File: src/rtl/serial_pattern_tx.sv
// Serializes a captured word (PATTERN or i_data) LSB first, repeats it i_repeat+1
// times with GAP idle-level cycles after every frame, and pulses o_done when finished.
//
// Handshake: a request is accepted on the rising edge where i_valid=1 and o_ready=1.
// o_ready is high only in IDLE. Request inputs are ignored when no accept occurs.
module serial_pattern_tx #(
  parameter int               WIDTH      = 9,
  parameter logic [WIDTH-1:0] PATTERN    = 9'b101000111,
  parameter int               GAP        = 2,
  parameter logic             IDLE_LEVEL = 1'b0
) (
  input  logic             i_clk,
  input  logic             i_rst_n,
  input  logic             i_valid,
  input  logic [WIDTH-1:0] i_data,
  input  logic             i_sel_pattern,
  input  logic [3:0]       i_repeat,
  output logic             o_ready,
  output logic             s_data,
  output logic             o_busy,
  output logic             o_done,
  output logic [1:0]       o_state
);

  localparam int CNT_W = (WIDTH > 1) ? $clog2(WIDTH) : 1;
  localparam logic [CNT_W-1:0] BIT_LAST = CNT_W'(WIDTH - 1);
  localparam logic [3:0]       GAP_LAST = (GAP > 0) ? 4'(GAP - 1) : 4'd0;

  typedef enum logic [1:0] {
    ST_IDLE  = 2'd0,
    ST_SHIFT = 2'd1,
    ST_GAP   = 2'd2
  } state_t;

  state_t           state_q, state_d;
  logic [WIDTH-1:0] word_q, word_d;
  logic [WIDTH-1:0] shift_q, shift_d;
  logic [CNT_W-1:0] bit_cnt_q, bit_cnt_d;
  logic [3:0]       gap_cnt_q, gap_cnt_d;
  logic [3:0]       rep_cnt_q, rep_cnt_d;
  logic             sdata_q, sdata_d;
  logic             done_q, done_d;
  logic [WIDTH-1:0] sel_word;

  assign sel_word = i_sel_pattern ? PATTERN : i_data;

  always_ff @(posedge i_clk or negedge i_rst_n) begin
    if (!i_rst_n) begin
      state_q   <= ST_IDLE;
      word_q    <= '0;
      shift_q   <= '0;
      bit_cnt_q <= '0;
      gap_cnt_q <= '0;
      rep_cnt_q <= '0;
      sdata_q   <= IDLE_LEVEL;
      done_q    <= 1'b0;
    end else begin
      state_q   <= state_d;
      word_q    <= word_d;
      shift_q   <= shift_d;
      bit_cnt_q <= bit_cnt_d;
      gap_cnt_q <= gap_cnt_d;
      rep_cnt_q <= rep_cnt_d;
      sdata_q   <= sdata_d;
      done_q    <= done_d;
    end
  end

  // s_data is always the registered next bit; the shifter holds the bits not yet sent.
  always_comb begin
    state_d   = state_q;
    word_d    = word_q;
    shift_d   = shift_q;
    bit_cnt_d = bit_cnt_q;
    gap_cnt_d = gap_cnt_q;
    rep_cnt_d = rep_cnt_q;
    sdata_d   = IDLE_LEVEL;
    done_d    = 1'b0;
    case (state_q)
      ST_IDLE: begin
        if (i_valid) begin
          word_d    = sel_word;
          shift_d   = sel_word >> 1;
          sdata_d   = sel_word[0];
          bit_cnt_d = '0;
          rep_cnt_d = i_repeat;
          state_d   = ST_SHIFT;
        end
      end
      ST_SHIFT: begin
        if (bit_cnt_q == BIT_LAST) begin
          if (GAP > 0) begin
            gap_cnt_d = '0;
            state_d   = ST_GAP;
          end else if (rep_cnt_q != 4'd0) begin
            rep_cnt_d = rep_cnt_q - 4'd1;
            shift_d   = word_q >> 1;
            sdata_d   = word_q[0];
            bit_cnt_d = '0;
          end else begin
            done_d  = 1'b1;
            state_d = ST_IDLE;
          end
        end else begin
          sdata_d   = shift_q[0];
          shift_d   = shift_q >> 1;
          bit_cnt_d = bit_cnt_q + CNT_W'(1);
        end
      end
      ST_GAP: begin
        if (gap_cnt_q == GAP_LAST) begin
          if (rep_cnt_q != 4'd0) begin
            rep_cnt_d = rep_cnt_q - 4'd1;
            shift_d   = word_q >> 1;
            sdata_d   = word_q[0];
            bit_cnt_d = '0;
            state_d   = ST_SHIFT;
          end else begin
            done_d  = 1'b1;
            state_d = ST_IDLE;
          end
        end else begin
          gap_cnt_d = gap_cnt_q + 4'd1;
        end
      end
      default: begin
        state_d = ST_IDLE;
      end
    endcase
  end

  assign o_ready = (state_q == ST_IDLE);
  assign o_busy  = (state_q != ST_IDLE);
  assign o_done  = done_q;
  assign s_data  = sdata_q;
  assign o_state = state_q;

endmodule

File: config.mk
export PLATFORM = sky130hd
export DESIGN_NAME = serial_pattern_tx
export DESIGN_NICKNAME = d
export VERILOG_FILES = /design/src/rtl/serial_pattern_tx.sv
export SDC_FILE = /design/constraint.sdc
export NUM_CORES = 1
export LEC_CHECK = 0
export BUFFER_PORTS_ARGS = -buffer_cell sky130_fd_sc_hd__buf_2
export CAP_MARGIN = 25
export CORE_ASPECT_RATIO = 1.75
export CORE_MARGIN = 2
export CORE_UTILIZATION = 52
export DETAILED_ROUTE_END_ITERATION = 8
export PLACE_DENSITY = 0.86
export SYNTH_ARGS = -nofsm -noshare
export SYNTH_HDL_FRONTEND = slang
export SYNTH_SLANG_ARGS = --single-unit
File: constraint.sdc
create_clock -name i_clk -period 2.04 [get_ports i_clk]
set_clock_uncertainty 0.1 [all_clocks]
set_input_delay 0.102 -clock i_clk [delete_from_list [all_inputs] [get_ports i_clk]]
set_output_delay 0.102 -clock i_clk [all_outputs]
set_load 0.1 [all_outputs]
==> key figures <==
Run status
  • Status: finished, violations left
  • Violated checks: hold timing

STA
  • Clock period minus final worst setup slack: 1.97 ns
  • Final number of hold-violating endpoints: 2
  • Sum of negative setup slack: 0 ns
  • Remaining max-slew budget at the tightest pin: 0.512
  • Max Transition Viols Final: 0
  • Hold slack final: -0.00385 ns
  • Final setup violating endpoints: 0
  • Slew at the pin closest to its max-slew limit: 0.732 ns
  • Achievable clock frequency: 507 MHz
  • Fraction of the cycle the final worst path needs: 0.967

Critical path
  • Critical path fanouts, max: 10
  • Reg2reg setup slack: 0.07 ns
  • Worst r2r dst: shift_q[0]
  • Path depth of the worst reg2reg path: 7
  • Worst path max stage delay: 0.51 ns
  • Sort of element at the start of the critical path: register
  • Critical path capture point type: register
  • Setup CP Type: register to register
  • Crit-path slowest cell: dfrtp_4
  • Worst endpoint data arrival time: 2.05 ns
  • Sequence of cells on the critical path: inv_4 > ha_2 > inv_1 > o211a_1 > o21ai_4 > buf_12 > mux2_4
  • FF-to-FF Start: o_state[0]
  • Worst path required time: 2.11 ns
  • Beginning of the critical path: o_state[0]

Floorplan
  • Die extent in y: 85.3 um
  • Starting Density: 0.542
  • Total core area: 0.00363 mm^2
  • Die ar.: 0.00431 mm^2
  • Width of the die: 50.5 um
  • Count of standard-cell rows: 29
  • Num ports: 23

Layout
  • Share of post-route cells with drive strength above 1: 0.312
  • Leading cell type in the layout, fill and taps excluded: dfrtp_1
  • Post-layout net count: 260
  • Area overhead of the layout relative to synthesis: 20.2%
  • Sequential cell area: 835 um^2
  • Commonest cells after routing, fill and taps aside: 30 x dfrtp_1, 22 x buf_2, 21 x o21ai_0
  • Count of antenna diodes in the layout: 0
  • Final instance area: 0.00236 mm^2
  • Count of fill cells added during filler insertion: 280
  • Final Core Density: 0.651
  • Cell Count, Final, Fillers Out: 280
  • Area of the multi-input gates: 0.00103 mm^2

Clock tree
  • Clock input transition at the sequential cells of the worst setup and hold paths: 0.07 ns
  • CTS tree: built
  • Buffer cell driving the clock tree root: clkbuf_8
  • Maximum buffer depth of the clock tree: 2
  • Clock Sink Count: 33
  • Clock latency on the worst-skew pair: 0.29 ns
  • H-tree depth reported by CTS: 2
  • CTS buffer count: 5

Synthesis
  • Syn nets: 222
  • Post-synth top area cell: dfrtp_1
  • Share of the yosys chip area belonging to registers: 0.420
  • Netlist area before placement: 0.00197 mm^2
  • Synthesized netlist cell count: 195
  • Dominant cells by area after synthesis: dfrtp_1 42%, ha_1 6.4%, mux2_4 6.1%
  • Yosys top cell area share: 0.420
  • Number of register bits inferred by synthesis: 33
  • Ys Warns: 0
  • Mean instance size in the synthesized netlist: 10.1 um^2
  • Yosys cell types: 46

Power
  • Power share of the clock group: 0.129
  • Internal Power: 2.38 mW
  • Gate power share: 0.600
  • Power density of the placed cells: 1830 mW/mm^2
  • Standby leakage power: 1.11 nW
  • Switching power total: 1.96 mW
  • Fraction of power spent switching nets: 0.451
  • Max IR drop VDD: 1520 uV
  • Part of the power in registers: 0.272

Routing
  • Iteration-0 DRC Markers: 56
  • Routed Antenna Nets: 0
  • Total number of vias: 1,625
  • Per-cell routed wire length: 15.5 um
  • WL final: 4.34 mm
  • # DRC: 0
  • DR vias/cell: 5.80
  • Number of optimization iterations in the first detailed-route pass: 4

Global route
  • Maximum number of pins on one net before global-route repair: 34
  • Antenna violations before repair: 0
  • Global-route wire length before repair: 7.39 mm
  • Vias in the first global route: 1,629
  • Remaining global-route overflow: 0
  • All-Layer GR Usage: 0.230

Place
  • Count of input and output buffers: 22
  • Placer congestion estimate: 0.829
  • Detail Placement HPWL: 3.05 mm
  • Instance area after placement: 0.00219 mm^2
  • Cell total after placement: 266

Min path
  • Worst hold path stage count: 3
  • Destination of the worst hold path: rep_cnt_q[1]
  • Startpoint of the lowest-slack hold path: i_repeat[1]
  • Type of the worst min-delay path: input port to register

Flow run
  • Number of maximum-capacitance violations: 0
logic make-up (layout without fill, tap and decap cells):
| logic type | after synthesis | after routing | synth area share |
|---|---|---|---|
| compound gates | 53 | 53 | 0.185 |
| fa+ha+maj | 10 | 10 | 0.0637 |
| buf+inv | 23 | 62 | 0.0662 |
| flops | 33 | 33 | 0.420 |
| mux | 11 | 11 | 0.0777 |
| simple gates | 65 | 65 | 0.187 |
per-layer routing:
layer | track usage | share of wire | routed length, um | up-vias
met4 | 0.133 | 0.024 | 102 | 0
li1 | - | - | - | 781
met5 | 0 | 0 | 0 | -
met1 | 0.248 | 0.40 | 1720 | 796
met2 | 0.407 | 0.56 | 2410 | 40
met3 | 0.0458 | 0.025 | 109 | 8
per-stage QoR:
| step | power [mW] | worst slack (ns) |
|---|---|---|
| detailed placement | 3.63 | 0.0254 |
| global route | 4.60 | -0.00311 |
| finish | 4.33 | 0.0670 |
| floorplan | 3.12 | -0.263 |
| CTS | 4.22 | 0.0194 |
| global placement | 3.53 | 0.0964 |
synthesized netlist by cell type, drive strengths merged:
cell type / number
nand2b: 3
nor3b: 2
a211oi: 1
o31ai: 2
or4b: 1
nand4bb: 1
o211a: 1
a32o: 1
nor2: 9
o21ai: 22
o22ai: 1
a22o: 6
and2: 1
mux2i: 1
mux2: 10
o211ai: 2
a21o: 1
dfrtp: 33
nand3b: 3
inv: 11
or2b: 2
or3b: 1
nand4: 4
o221ai: 1
nand3: 7
nand2: 19
a22oi: 3
nor3: 9
buf: 5
a31oi: 1
clkbuf: 7
o2bb2ai: 1
ha: 10
a41oi: 1
a21oi: 8
a2111oi: 1
nor2b: 1
nand4b: 2
critical path: cells and delay by family, from the launching register on:
kind,cells,cell delay [ns]
AO/OA/AOI/OAI,2,0.35
adder cells (fa/ha/maj),1,0.25
buffers and inverters,3,0.34
flip-flops,1,0.51
multiplexers,1,0.30
cell type report:
type / instances / area share
multi-input cells: 139 / 0.437
flip-flops and latches: 33 / 0.353
repair buffers: 43 / 0.123
clock buffers: 7 / 0.0408
well taps: 46 / 0.0244
inverters: 11 / 0.0196
clock inverters: 1 / 0.00212
sequential cells by signal, summed over array words and instances, names as in the netlist:
name,flops
s_data,1
bit_cnt_q,4
word_q,9
rep_cnt_q,4
o_done,1
gap_cnt_q,4
o_state,2
shift_q,8
worst max-delay path by stage:
stage / to / slack [ns] / cells after the start
2_1_floorplan: shift_q[0] / -0.26 / 8
3_3_place_gp: shift_q[4] / 0.1 / 6
3_5_place_dp: shift_q[4] / 0.03 / 6
5_1_grt: shift_q[0] / -0.003 / 7
4_1_cts: shift_q[0] / 0.02 / 6
6_report: shift_q[0] / 0.07 / 7
power by group through the flow:
| stage | Sequential (mW) | Combinational (mW) | Clock, mW |
|---|---|---|---|
| 2_1_floorplan | 1.32 | 1.80 | 0 |
| 3_3_place_gp | 1.15 | 2.38 | 0 |
| 3_5_place_dp | 1.17 | 2.46 | 0 |
| 4_1_cts | 1.17 | 2.48 | 0.566 |
| 5_1_grt | 1.21 | 2.81 | 0.591 |
| 6_report | 1.18 | 2.60 | 0.557 |
repair_timing:
action                                 CTS  global route
resized for setup                        0             3
hold buffers                             4             0
buffers inserted                         0             2
endpoints found under the hold margin   36             0
setup endpoints to repair                0            14
Power figures use the tool's default switching activity.
